**config.mk**
```make
export PLATFORM = sky130hd
export DESIGN_NAME = ps2_kbd_rx
export DESIGN_NICKNAME = d
export VERILOG_FILES = /design/src/rtl/ps2_kbd_rx.sv
export SDC_FILE = /design/constraint.sdc
export NUM_CORES = 1
export LEC_CHECK = 0
export CORE_MARGIN = 2
export CORE_UTILIZATION = 35
export DETAILED_ROUTE_END_ITERATION = 8
export DONT_BUFFER_PORTS = 1
export GPL_TIMING_DRIVEN = 0
export PLACE_DENSITY_LB_ADDON = 0.3
export SYNTH_ARGS = -nofsm -noshare
export SYNTH_HDL_FRONTEND = slang
export SYNTH_SLANG_ARGS = --single-unit
```
**constraint.sdc**
```tcl
create_clock -name clk_p -period 2.8 [get_ports clk_p]
set_clock_uncertainty 0.1 [all_clocks]
set_input_delay 0 -clock clk_p [delete_from_list [all_inputs] [get_ports clk_p]]
set_output_delay 0 -clock clk_p [all_outputs]
set_load 0.01 [all_outputs]
```
**src/rtl/ps2_kbd_rx.sv**
```systemverilog
// ps2_kbd_rx - receive-only PS/2 keyboard deframer.
//
// Samples the device-driven ps2_clk/ps2_data pair and synchronizes both
// lines. The clock is debounced by a level filter, and data is sampled on
// each filtered falling edge. 11-bit frames are deframed: start, 8 data
// bits LSB first, odd parity, stop. Good bytes are queued for the keyboard
// decoder.
//
// Build option: define PS2KBD_RX_FIFO_EN to get a FIFO_DEPTH-entry circular
// buffer. Without it, the queue is a single holding register.
//
// Ports:
//   clk_p      system clock
//   rst        asynchronous active-high reset
//   ps2_clk    PS/2 clock from the device (asynchronous)
//   ps2_data   PS/2 data from the device (asynchronous)
//   rx_data    head-of-queue byte, first-word-fall-through (0 when empty)
//   rx_ready   queue not empty
//   rx_ack     one-cycle pop strobe; ignored while the queue is empty
//   parity_err sticky: a parity failure occurred
//   frame_err  sticky: bad start bit, bad stop bit or mid-frame timeout
//   overrun    sticky: a good byte was dropped because the queue was full
//   err_clr    clears the three sticky flags (a same-cycle set wins)
//   busy       a frame is in progress
//
// Queue handshake: a byte is presented while rx_ready=1. Asserting rx_ack
// in such a cycle consumes it at that clock edge. The next byte, or
// rx_ready=0, is visible in the following cycle.
module ps2_kbd_rx #(
  parameter int FILTER_LEN = 8,
  parameter int TIMEOUT    = 100000,
  parameter int FIFO_DEPTH = 8
) (
  input  logic       clk_p,
  input  logic       rst,
  input  logic       ps2_clk,
  input  logic       ps2_data,
  output logic [7:0] rx_data,
  output logic       rx_ready,
  input  logic       rx_ack,
  output logic       parity_err,
  output logic       frame_err,
  output logic       overrun,
  input  logic       err_clr,
  output logic       busy
);

  localparam int TW = $clog2(TIMEOUT + 1);

  if (FIFO_DEPTH < 2 || (FIFO_DEPTH & (FIFO_DEPTH - 1)) != 0) begin : g_bad_depth
    $error("FIFO_DEPTH must be a power of 2, at least 2");
  end
  if (FILTER_LEN < 2 || FILTER_LEN > 255) begin : g_bad_filter
    $error("FILTER_LEN must be in 2..255");
  end

  typedef enum logic [1:0] {IDLE, DATA, PARITY, STOP} state_t;

  // Input synchronizers. They reset to the idle-high line level.
  logic [1:0] clk_sync, data_sync;
  logic       clk_s, data_s;

  always_ff @(posedge clk_p or posedge rst) begin
    if (rst) begin
      clk_sync  <= 2'b11;
      data_sync <= 2'b11;
    end else begin
      clk_sync  <= {clk_sync[0], ps2_clk};
      data_sync <= {data_sync[0], ps2_data};
    end
  end

  assign clk_s  = clk_sync[1];
  assign data_s = data_sync[1];

  // Clock filter. filt_cnt counts consecutive cycles in which the
  // synchronized clock differs from the accepted level. Any return to the
  // accepted level restarts the count, so short glitches never get through.
  logic [7:0] filt_cnt;
  logic       filt_clk, filt_clk_d, fall;

  always_ff @(posedge clk_p or posedge rst) begin
    if (rst) begin
      filt_cnt   <= 8'd0;
      filt_clk   <= 1'b1;
      filt_clk_d <= 1'b1;
    end else begin
      filt_clk_d <= filt_clk;
      if (clk_s == filt_clk) begin
        filt_cnt <= 8'd0;
      end else if (filt_cnt == 8'(FILTER_LEN - 1)) begin
        filt_clk <= clk_s;
        filt_cnt <= 8'd0;
      end else begin
        filt_cnt <= filt_cnt + 8'd1;
      end
    end
  end

  assign fall = filt_clk_d & ~filt_clk;

  // Frame FSM.
  state_t        state;
  logic [2:0]    bit_cnt;
  logic [7:0]    shreg;
  logic          par_bit;
  logic [TW-1:0] to_cnt;
  logic          push;
  logic [7:0]    push_byte;
  logic          timeout, parity_ok, frame_set, parity_set;

  assign timeout   = (state != IDLE) && (to_cnt == TW'(TIMEOUT));
  assign parity_ok = ^{shreg, par_bit};
  assign busy      = (state != IDLE);

  always_ff @(posedge clk_p or posedge rst) begin
    if (rst) begin
      state     <= IDLE;
      bit_cnt   <= 3'd0;
      shreg     <= 8'h00;
      par_bit   <= 1'b0;
      to_cnt    <= '0;
      push      <= 1'b0;
      push_byte <= 8'h00;
    end else begin
      push <= 1'b0;
      if (timeout) begin
        state  <= IDLE;
        to_cnt <= '0;
      end else if (fall) begin
        to_cnt <= '0;
        case (state)
          IDLE: begin
            if (!data_s) begin
              state   <= DATA;
              bit_cnt <= 3'd0;
            end
          end
          DATA: begin
            shreg   <= {data_s, shreg[7:1]};
            bit_cnt <= bit_cnt + 3'd1;
            if (bit_cnt == 3'd7) state <= PARITY;
          end
          PARITY: begin
            par_bit <= data_s;
            state   <= STOP;
          end
          default: begin
            if (data_s && parity_ok) begin
              push      <= 1'b1;
              push_byte <= shreg;
            end
            state <= IDLE;
          end
        endcase
      end else if (state != IDLE) begin
        to_cnt <= to_cnt + TW'(1);
      end
    end
  end

  // A bad stop bit is reported as a framing error only, even if parity is
  // also wrong.
  assign frame_set  = timeout |
                      (fall & (((state == IDLE) & data_s) | ((state == STOP) & ~data_s)));
  assign parity_set = ~timeout & fall & (state == STOP) & data_s & ~parity_ok;

  // Receive queue.
  logic pop, push_ok, overrun_set;

`ifdef PS2KBD_RX_FIFO_EN
  localparam int AW = $clog2(FIFO_DEPTH);
  logic [7:0]  mem [FIFO_DEPTH];
  logic [AW:0] wptr, rptr;
  logic        empty, full;

  assign empty       = (wptr == rptr);
  assign full        = (wptr[AW] != rptr[AW]) && (wptr[AW-1:0] == rptr[AW-1:0]);
  assign pop         = rx_ack & ~empty;
  assign push_ok     = push & (~full | pop);
  assign overrun_set = push & full & ~pop;
  assign rx_ready    = ~empty;
  assign rx_data     = empty ? 8'h00 : mem[rptr[AW-1:0]];

  always_ff @(posedge clk_p) begin
    if (push_ok) mem[wptr[AW-1:0]] <= push_byte;
  end

  always_ff @(posedge clk_p or posedge rst) begin
    if (rst) begin
      wptr <= '0;
      rptr <= '0;
    end else begin
      if (push_ok) wptr <= wptr + 1'b1;
      if (pop)     rptr <= rptr + 1'b1;
    end
  end
`else
  logic [7:0] hold;
  logic       hold_v;

  assign pop         = rx_ack & hold_v;
  assign push_ok     = push & (~hold_v | pop);
  assign overrun_set = push & hold_v & ~pop;
  assign rx_ready    = hold_v;
  assign rx_data     = hold_v ? hold : 8'h00;

  always_ff @(posedge clk_p or posedge rst) begin
    if (rst) begin
      hold   <= 8'h00;
      hold_v <= 1'b0;
    end else if (push_ok) begin
      hold   <= push_byte;
      hold_v <= 1'b1;
    end else if (pop) begin
      hold_v <= 1'b0;
    end
  end
`endif

  // Sticky flags. A set event in the same cycle as err_clr wins.
  always_ff @(posedge clk_p or posedge rst) begin
    if (rst) begin
      parity_err <= 1'b0;
      frame_err  <= 1'b0;
      overrun    <= 1'b0;
    end else begin
      parity_err <= (parity_err & ~err_clr) | parity_set;
      frame_err  <= (frame_err  & ~err_clr) | frame_set;
      overrun    <= (overrun    & ~err_clr) | overrun_set;
    end
  end

endmodule
```
==> results.sh <==
export IMPL_status="complete, no violations"
export IMPL_final_cell_mix="dfrtp_1 (60), mux2_2 (25), nor2_1 (24), nand2_1 (18)"
export IMPL_placedCellCount=372
export IMPL_ys_warn_count=0
export IMPL_arrival_ns=2.67
export IMPL_setup_violations=0
export IMPL_end_kind="flop"
export IMPL_syn_mean_instance_area_um2=11.6
export IMPL_timing_final_max_slew_violations=0
export IMPL_whs_ns=0.0912
export IMPL_post_route_min_period_ns=2.54
export IMPL_synthCells=264
export IMPL_synthArstFlopShare=1.00
export IMPL_fin_cells=393
export IMPL_cts_htree_levels=3
export IMPL_port_buffers=0
export IMPL_ant_nets=0
export IMPL_drt_vias_per_instance=4.89
export IMPL_reg2reg_to="to_cnt[4]"
export IMPL_antenna_cells=0
export IMPL_gpl_final_weighted_congestion=0.768
export IMPL_timing_rr_start="state[0]"
export IMPL_route_met2_wl_mm=2.37
export IMPL_slew_headroom=0.456
export IMPL_grt_ovfl_total=0
export IMPL_rows=34
export IMPL_antenna_found_initial=0
export IMPL_routedWlPerCell_um=13.3
export IMPL_coreArea_mm2=0.00859
export IMPL_drc=0
export IMPL_grt_use_total=0.125
export IMPL_cts_tree="built"
export IMPL_synth_edf_count=0
export IMPL_worstSetupPathType="reg2reg"
export IMPL_reg2reg_depth=8
export IMPL_hold_viol=0
export IMPL_fin_tns_setup_ns=0
export IMPL_die_h_um=97.6
export IMPL_root_buffer="clkbuf_8"
export IMPL_rsz0062_at_grt="false"
export IMPL_syn_area_mm2=0.00306
export IMPL_wirelength_mm=5.21
export IMPL_clockBufferDepth=2
export IMPL_nets=295
export IMPL_fin_util=0.402
export IMPL_power_w=0.00251
export IMPL_hp_class="in2reg"
export IMPL_wl_met3_um=171
export IMPL_yosysSeqAreaShare=0.542
export IMPL_power_density_mw_per_mm2=727
export IMPL_synth_seq_cells=66
export IMPL_fin_crit_sh=0.908
export IMPL_fmax_mhz=394
export IMPL_worst_pin_slew_ns=0.816
export IMPL_synth_fp_nets=279
export IMPL_synth_cell_types=41
export IMPL_internal_power_w=0.00169
export IMPL_crit_end="to_cnt[4]"
export IMPL_worst_skew_pair_late_latency_ns=0.35
export IMPL_firstDrtPassIters=6
export IMPL_seqPwrFrac=0.459
export IMPL_synth_flop_cell="dfrtp_1"
export IMPL_setup_worst_path_start_class="flop"
export IMPL_swShare=0.326
export IMPL_min_path_cells=1
export IMPL_numCtsBuffers=9
export IMPL_reg2reg_slack_ns=0.26
export IMPL_dp_hpwl_mm=3.53
export IMPL_die_w_um=97.6
export IMPL_top_layer="met4"
export IMPL_die_area_mm2=0.00952
export IMPL_power_frac_clock=0.321
export IMPL_layout_commonest_cell="dfrtp_1"
export IMPL_syn_to_final_growth_pct=12.8
export IMPL_cap_viol_max_count=0
export IMPL_initial_utilization=0.356
export IMPL_wl_met1_mm=2.52
export IMPL_cp_required_ns=2.93
export IMPL_clock_sinks=66
export IMPL_crit_path_start="state[0]"
export IMPL_clk_pin_slew_worst_paths_ns=0.07
export IMPL_drive_above_1_share=0.193
export IMPL_path_max_fanout=10
export IMPL_pin_count=19
export IMPL_drtIter0Drc=87
export IMPL_switchingPower_w=0.000819
export IMPL_p_comb_frac=0.220
export IMPL_grt_pass1_wl_mm=9.36
export IMPL_grt_pass1_vias=1988
export IMPL_via_count=1921
export IMPL_leakagePower_nw=1.62
export IMPL_grt_max_degree=67
export IMPL_ir_worst_vdd_uv=271
how the worst min path moves through the flow:
stage,start,endpoint,slack [ns]
floorplan,ps2_clk,clk_sync[0],-0.1
global placement,ps2_data,data_sync[0],-0.1
detailed placement,ps2_data,data_sync[0],-0.1
CTS,ps2_data,data_sync[0],0.07
global route,ps2_data,data_sync[0],0.07
finish,ps2_data,data_sync[0],0.09
synth_stat cells, types with 2 or more instances:
library cell	count	area, µm²
o31ai_1	2	15.0
and3_1	4	25.0
xnor2_1	12	105
o21ai_0	5	25.0
nand4_1	4	25.0
inv_1	15	56.3
xor2_1	15	131
a22o_1	3	26.3
o22ai_1	2	12.5
nor2_1	24	90.1
nand4b_1	3	26.3
and2_1	9	56.3
ha_1	9	113
clkbuf_1	3	11.3
dfrtp_1	60	1500
nand3_1	15	75.1
a21oi_1	5	25.0
nand2_1	18	67.6
nor2b_1	3	18.8
nand2b_1	3	18.8
mux2_2	25	282
dfstp_2	6	158
through the flow:
stage	setup slack, ns	cell area (µm²)
floorplan	0.673	3060
global placement	0.0928	3200
detailed placement	0.0922	3200
CTS	0.0672	3450
global route	0.0604	3450
finish	0.259	3450
power by group through the flow:
stage	clock network (W)	registers (W)	logic (W)
after floorplan	0	0.00115	0.000439
after global placement	0	0.00117	0.000542
after detailed placement	0	0.00117	0.000554
after CTS	0.000842	0.00116	0.000563
after global routing	0.000888	0.00117	0.000630
final	0.000806	0.00115	0.000552
layer usage:
layer | global-route usage | vias to the layer above
met1 | 0.154 | 945
li1 | - | 938
met5 | 0 | -
met3 | 0.0353 | 11
met2 | 0.193 | 27
met4 | 0.0769 | 0
worst max-delay path, cell delays in order, from the launching register on:
cell and delay, ns:
dfrtp_1 0.40, inv_1 0.08, ha_1 0.27, inv_1 0.24, nand3b_1 0.23, nand4b_1 0.43, nand2_1 0.31, clkbuf_2 0.28
nor2_1 0.08
sequential cells by signal, summed over array words and instances, names as in the netlist, 2 cells and up:
register   flops
bit_cnt        3
clk_sync       2
data_sync      2
filt_cnt       8
hold           8
push_byte      8
shreg          8
state          2
to_cnt        17
final cells by class:
cell class	count	area, µm²
buffer	3	12.5
clock buffer	9	124
clock inverter	7	78.8
fill	823	5140
inverter	15	58.8
multi-input combinational	180	1340
sequential	66	1660
tap	108	135
timing repair buffer	5	50.0
kinds of logic (layout without fill, tap and decap cells):
logic type | Yosys count | count (layout) | synth area share
simple gates | 90 | 90 | 0.152
flops | 66 | 66 | 0.542
xor+xnor | 29 | 29 | 0.0899
compound gates | 26 | 26 | 0.0621
mux | 26 | 26 | 0.0952
buf+inv | 18 | 39 | 0.0221
fa+ha+maj | 9 | 9 | 0.0368
repair_timing:
item,in CTS,in global routing
setup endpoints to repair,0,10
setup buffers,0,0
hold buffers,5,0
resized for setup,0,2
hold endpoints to repair,66,0
Power figures use the tool's default switching activity.
